**src/rtl/word_serializer_pkg.sv**
```systemverilog
// Shared types and constants for the word serializer: FSM state encoding,
// default geometry and the slice-counter width helper.
package word_serializer_pkg;

  localparam int DEFAULT_WIDTH = 16;
  localparam int DEFAULT_CHUNK = 4;

  typedef enum logic {
    IDLE  = 1'b0,
    SHIFT = 1'b1
  } state_e;

  // A counter for a single slice still needs one bit.
  function automatic int cnt_width(input int num_chunks);
    return ($clog2(num_chunks) < 1) ? 1 : $clog2(num_chunks);
  endfunction

endpackage

```
**src/rtl/word_serializer_slice_counter.sv**
```systemverilog
// Modulo-NUM_CHUNKS slice index. clr has priority over inc; is_last flags
// the final slice of a word.
module slice_counter
  import word_serializer_pkg::*;
#(
  parameter int NUM_CHUNKS = DEFAULT_WIDTH / DEFAULT_CHUNK,
  parameter int CNT_W      = cnt_width(NUM_CHUNKS)
) (
  input  logic clk,
  input  logic rst,
  input  logic clr,
  input  logic inc,
  output logic is_last
);

  logic [CNT_W-1:0] cnt_q;
  logic [CNT_W-1:0] cnt_d;

  assign is_last = (cnt_q == CNT_W'(NUM_CHUNKS - 1));

  always_comb begin
    cnt_d = cnt_q;
    if (clr) begin
      cnt_d = '0;
    end else if (inc) begin
      cnt_d = is_last ? '0 : cnt_q + CNT_W'(1);
    end
  end

  // NOTE: state registers use non-blocking assignments so every flop samples
  // pre-edge values regardless of process ordering.
  always_ff @(posedge clk or posedge rst) begin
    if (rst) begin
      cnt_q <= '0;
    end else begin
      cnt_q <= cnt_d;
    end
  end

endmodule

```
**src/rtl/word_serializer.sv**
```systemverilog
// Accepts one WIDTH-bit word and emits it as NUM_CHUNKS CHUNK-bit slices.
// Define WORD_SERIALIZER_MSB_FIRST_EN to emit the most-significant slice first.
module word_serializer
  import word_serializer_pkg::*;
#(
  parameter int WIDTH = DEFAULT_WIDTH,
  parameter int CHUNK = DEFAULT_CHUNK
) (
  input  logic             clk,
  input  logic             rst,
  input  logic             in_valid,
  input  logic [WIDTH-1:0] in_data,
  output logic             in_ready,
  output logic             out_valid,
  output logic [CHUNK-1:0] out_data,
  output logic             out_last,
  input  logic             out_ready,
  output logic             busy
);

  localparam int NUM_CHUNKS = WIDTH / CHUNK;

  if ((WIDTH % CHUNK) != 0 || NUM_CHUNKS < 2) begin : g_bad_geometry
    $error("word_serializer: WIDTH must be a multiple of CHUNK with at least 2 slices");
  end

  state_e           state_q, state_d;
  logic [WIDTH-1:0] shift_q, shift_d;
  logic [WIDTH-1:0] shift_next;
  logic             cnt_clr, cnt_inc, is_last;

`ifdef WORD_SERIALIZER_MSB_FIRST_EN
  assign out_data   = shift_q[WIDTH-1 -: CHUNK];
  assign shift_next = shift_q << CHUNK;
`else
  assign out_data   = shift_q[CHUNK-1:0];
  assign shift_next = shift_q >> CHUNK;
`endif

  assign busy     = (state_q == SHIFT);
  assign out_last = busy & is_last;

  // NOTE: every combinational output gets a default first so no path leaves
  // it unassigned and infers a latch.
  always_comb begin
    state_d   = state_q;
    shift_d   = shift_q;
    in_ready  = 1'b0;
    out_valid = 1'b0;
    cnt_clr   = 1'b0;
    cnt_inc   = 1'b0;
    unique case (state_q)
      IDLE: begin
        in_ready = 1'b1;
        if (in_valid) begin
          shift_d = in_data;
          cnt_clr = 1'b1;
          state_d = SHIFT;
        end
      end
      SHIFT: begin
        out_valid = 1'b1;
        // Combinational from out_ready so the next word loads with no bubble.
        in_ready  = out_ready & is_last;
        if (out_ready) begin
          if (is_last && in_valid) begin
            shift_d = in_data;
            cnt_clr = 1'b1;
          end else begin
            shift_d = shift_next;
            cnt_inc = 1'b1;
            if (is_last) state_d = IDLE;
          end
        end
      end
      default: state_d = IDLE;
    endcase
  end

  always_ff @(posedge clk or posedge rst) begin
    if (rst) begin
      state_q <= IDLE;
      shift_q <= '0;
    end else begin
      state_q <= state_d;
      shift_q <= shift_d;
    end
  end

  slice_counter #(
    .NUM_CHUNKS(NUM_CHUNKS)
  ) u_slice_counter (
    .clk    (clk),
    .rst    (rst),
    .clr    (cnt_clr),
    .inc    (cnt_inc),
    .is_last(is_last)
  );

endmodule
```
**config.mk**
```make
export PLATFORM = sky130hd
export DESIGN_NAME = word_serializer
export DESIGN_NICKNAME = d
export VERILOG_FILES = /design/src/rtl/word_serializer_pkg.sv /design/src/rtl/word_serializer_slice_counter.sv /design/src/rtl/word_serializer.sv
export SDC_FILE = /design/constraint.sdc
export NUM_CORES = 1
export LEC_CHECK = 0
export CAP_MARGIN = 40
export CORE_MARGIN = 10
export CORE_UTILIZATION = 40
export DETAILED_ROUTE_END_ITERATION = 10
export MAX_ROUTING_LAYER = met4
export PLACE_DENSITY = 0.71
export SETUP_SLACK_MARGIN = 0.2
export SYNTH_ARGS = -nofsm -noshare
export SYNTH_HDL_FRONTEND = slang
export SYNTH_SLANG_ARGS = --single-unit
export TNS_END_PERCENT = 20
```
**constraint.sdc**
```tcl
create_clock -name clk -period 2.6 [get_ports clk]
set_input_delay 0.39 -clock clk [delete_from_list [all_inputs] [get_ports clk]]
set_output_delay 0.39 -clock clk [all_outputs]
set_load 0.02 [all_outputs]
```
# Yosys cells after proc, flatten, opt, wreduce, memory -nomap -nowiden
# Index checks and enable logic that the tools add are counted.
[op_classes]
multipliers = 0
n_shift = 0
n_eq_ne = 3
n_mux = 20
order_cmp = 0
reduce_logical = 3
addsub = 1
bitwise_logic = 3
div = 0
[ops]
columns = ["cell", "count"]
rows = [
  ["16-bit two-way mux", 3],
  ["16-bit case mux with 2 select lines", 1],
  ["1-bit two-way mux", 10],
  ["2-bit two-way mux", 3],
  ["1-bit case mux with 2 select lines", 3],
  ["2-bit inequality test (second input constant)", 2],
  ["2-bit by 1-bit adder with 2-bit output (second input constant)", 1],
  ["1-bit bitwise AND", 2],
  ["2-bit equality test (second input constant)", 1],
  ["2-bit AND reduction", 1],
  ["2-bit nonzero test", 1],
  ["1-bit logical AND", 1],
  ["1-bit NOT", 1],
]
[word_totals]
rom_bits = 0
word_cells = 33
reg_bits = 19
output_inout_bits = 8
latchBits = 0
n_memories = 0
ramBits = 0

# Longest topological paths before layout
[logic_depth]
word_depth = 7
depth_mapped = 5

# Modules after synthesis
# Synthesis repeated with hierarchy kept, for this count alone.
[unflattened]
hier_cells = 98
area_unflattened_um2 = 1021.0
[by_module_without_submodules]
columns = ["module", "cells_each", "seq_area_each_um2", "n_inst", "area_per_inst_um2"]
rows = [
  ["word_serializer", 89, 425.4, 1, 917.1],
  ["slice_counter", 9, 50.0, 1, 103.8],
]

# Least setup slack after synthesis
# Ideal clock, no wire load.
[synth_path]
path_type = "flip-flop to output port"
from = "register state_q, in the netlist busy"
to = "output in_ready"
stages_incl_launch_ff = 3
required_ns = 2.210
slack_ns = 1.188
arrival_time_ns = 1.022
path_cell_list = "dfrtp_1 a21boi_0 inv_1"
[synth_between]
elab_chain_cells = 2
[synth_lines]
columns = ["item", "line_no", "rtl"]
rows = [
  ["start: declaration", "word_serializer.sv:27", "state_e state_q, state_d;"],
  ["start signal: assignment", "word_serializer.sv:85", "state_q <= state_d;"],
  ["1-bit NOT", "-", ""],
  ["1-bit case mux with 2 select lines (*)", "word_serializer.sv:52", "unique case (state_q)"],
  ["end: declaration", "word_serializer.sv:13", "output logic in_ready,"],
]
# Every way passes the cells marked *; elsewhere a longest branch is shown, timed or not.

# Worst setup path in the final report
[layout_path]
from = "register u_slice_counter.cnt_q[0]"
to = "output in_ready"
[layout_between]
elab_chain_cells = 3
[layout_lines]
columns = ["item", "line_no", "rtl"]
rows = [
  ["start: declaration", "word_serializer_slice_counter.sv:16", "logic [CNT_W-1:0] cnt_q;"],
  ["start signal: assignment", "word_serializer_slice_counter.sv:36", "cnt_q <= cnt_d;"],
  ["2-bit equality test", "word_serializer_slice_counter.sv:19", "assign is_last = (cnt_q == CNT_W'(NUM_CHUNKS - 1));"],
  ["1-bit bitwise AND", "word_serializer.sv:64", "in_ready = out_ready & is_last;"],
  ["1-bit case mux with 2 select lines", "word_serializer.sv:52", ""],
]
# No other way between the ends.

==> out/results.ini <==
[sta]
clock.fmax_mhz=443
tns_ns=0
final_hold_viol_count=0
tightest_slew_ns=0.725
finalWorstSetupSlack_ns=0.342
fin_skew_ns=0.00357
hold_slack_ns=0.513
final.min_clock_period_ns=2.26
rsz0062_at_grt=false
max-slew-margin-rel=0.516
fin_crit_sh=0.869
setup_viol=0
drv_slew=0

[detailed_routing]
wl_um=2050
postRouteAntennaNets=0
wl_per_cell_um=13.9
vias=728
drc=0
drt_iter0_drc=24
vias_per_cell=4.95
dr.pass1.iters=4

[critical_path]
cp.buffers_inverters=2
timing.rr.end=shift_q[9]
cp.required_ns=2.21
critPathLaunchType=register
cpPeakStageDelay_ns=0.55
path_max_fanout=5
crit_end=in_ready
critPathKind=reg -> out
cp.depth=4
crit_start=u_slice_counter.cnt_q[0]
reg2reg_depth=4
rrSetupSlack_ns=1.09
cp_slowest_cell=clkdlybuf4s50_1
timing.rr.start=u_slice_counter.cnt_q[0]
crit_family=buffers and inverters
crit_chain=ha_1, a21boi_0, inv_1, clkdlybuf4s50_1
arrival_ns=1.87
endpoint_kind=primary output

[synth]
ys_ff_latch=19
syn_area_per_cell_sq_um=9.52
synth_fp_nets=118
yosys.area_share.adder=0.0136
synth_area_leaders=dfrtp_1, a21oi_1, nand2_1
yosysTopAreaCellShare=0.515
yosysUniqueCellTypes=20
synthXorXnorAreaFrac=0
synth-simple-area-share=0.138
synth_top_family_by_area=compound AO/OA/AOI/OAI gates
yosysWarnings=0
synth.largest_area_cell=dfrtp_1
synth.yosys.seq_area_share=0.515
netlist_area_sq_um=923
synthCells=97
synth-compound-area-share=0.210
synth_mux_area_frac=0.0366

[layout]
syn2layout_area_growth_pct=28.0
drive_above_1_share=0.0672
final_nets=141
regArea_sq_um=475
fin_cells=147
multi_input_area_sq_um=368
diodes=0
fillers=219

[clock_tree]
clock_latency_ns=0.29
cts_max_level=1
cts_resized=0
cts-hold-fix-buffers=0
cts_made_buffers=3
clk_path_buf_depth=2
post_cts_buffers=0
clk_pin_slew_worst_paths_ns=0.11
tritoncts=done
clk_root_buffer_cell=clkbuf_4
cts_sinks=19

[run]
max_cap_viol_count=0

[worst_hold_path]
hp-start=u_slice_counter.cnt_q[0]
hold_path.class=reg -> reg

[outcome]
outcome=finished, final reports clean

[global_route]
grt-ovfl-total=0
met2_usage=0.163
grt_max_degree=20
track_usage=0.0967
grt_util_met3=0.0277
antenna_found_initial=0
grt_busiest_layer=met2
grt_pass1_wl_um=3470
first_global_vias=772
use_met1=0.111

[die]
fp.dieH_um=68.0
die_area_sq_mm=0.00463
ios=28
initial_core_util=0.417
die-width_um=68.0
row_count=17
core_area_sq_mm=0.00221

[power_and_ir_drop]
peakVddDrop_uv=410
powerDensity_mw_per_mm2=897
power_uw=1060
power.leakage_uw=0.000496

[placed_design]
hpwlAfterDp_um=1500
place_ws_ns=0.417
placed_cells=143
io_buffers=27
gp_congestion=0.775

==> cells in the mapped netlist <==
library cell and instances:
mux2i_4 1, ha_1 1, inv_1 2, mux2_2 1, dfrtp_1 19, nor2b_1 1, buf_6 2, a22o_1 4
and2_1 1, buf_2 1, a21oi_1 24, a21bo_2 1, nand3b_1 1, or2_2 1, nor2_1 12, nand2_1 15
o21ai_0 2, buf_4 6, a21boi_2 1, a21boi_0 1
==> metal layers <==
metal / wire length, um / up-vias / share of wire
met3: 98 / 2 / 0.048
met1: 916 / 339 / 0.45
met5: 0 / - / 0
met2: 1020 / 18 / 0.50
li1: - / 369 / -
met4: 11 / 0 / 0.0054
==> worst min path at each step <==
| stage | endpoint | slack [ns] | cells past startpoint |
|---|---|---|---|
| after detailed placement | u_slice_counter.cnt_q[0] | 0.49 | 1 |
| after floorplan | busy | 0.34 | 1 |
| final | u_slice_counter.cnt_q[0] | 0.51 | 1 |
| after global routing | u_slice_counter.cnt_q[0] | 0.53 | 1 |
| after global placement | u_slice_counter.cnt_q[1] | 0.47 | 2 |
| after CTS | u_slice_counter.cnt_q[0] | 0.51 | 1 |
==> cells in the final DEF (no fill, tap or decap), drive strengths merged <==
cell           synthesis  layout
clkbuf                 0       4
nor2b                  1       1
nand3b                 1       1
nor2                  12      12
o21ai                  2       2
a21bo                  1       1
dfrtp                 19      19
inv                    2       2
and2                   1       1
a21boi                 2       2
a21oi                 24      24
or2                    1       1
mux2                   1       1
mux2i                  1       1
ha                     1       1
nand2                 15      15
a22o                   4       4
clkdlybuf4s50          0      27
==> cells by family (layout without fill, tap and decap cells) <==
family,after synthesis,in the layout
muxes,2,2
buffers and inverters,11,33
and+or+nand+nor,31,31
AOI/OAI and AO/OA,33,33
DFF,19,19
adders and majority gates,1,1
==> layout make-up <==
class	instances	area share
clock buffers	4	0.0222
well taps	28	0.0296
multi-input cells	67	0.311
flip-flops and latches	19	0.402
repair buffers	27	0.229
inverters	2	0.00635
==> sequential cells by signal (all words and copies together) (netlist names) <==
name / flops
busy: 1
shift_q: 16
u_slice_counter.cnt_q: 2
==> through the flow <==
stage               instance area, sq um  utilization
global placement                    1160        0.523
floorplan                            923            -
global route                        1180        0.535
finish                              1180        0.535
CTS                                 1180        0.535
detailed placement                  1160        0.523
==> where the power goes <==
part | total, uW | internal, uW | switching [uW]
Clock | 148 | 59.6 | 88.0
Combinational | 446 | 212 | 234
Sequential | 467 | 404 | 63.3
Total | 1060 | 676 | 385
Note: power is estimated with default switching activity, not from simulation.
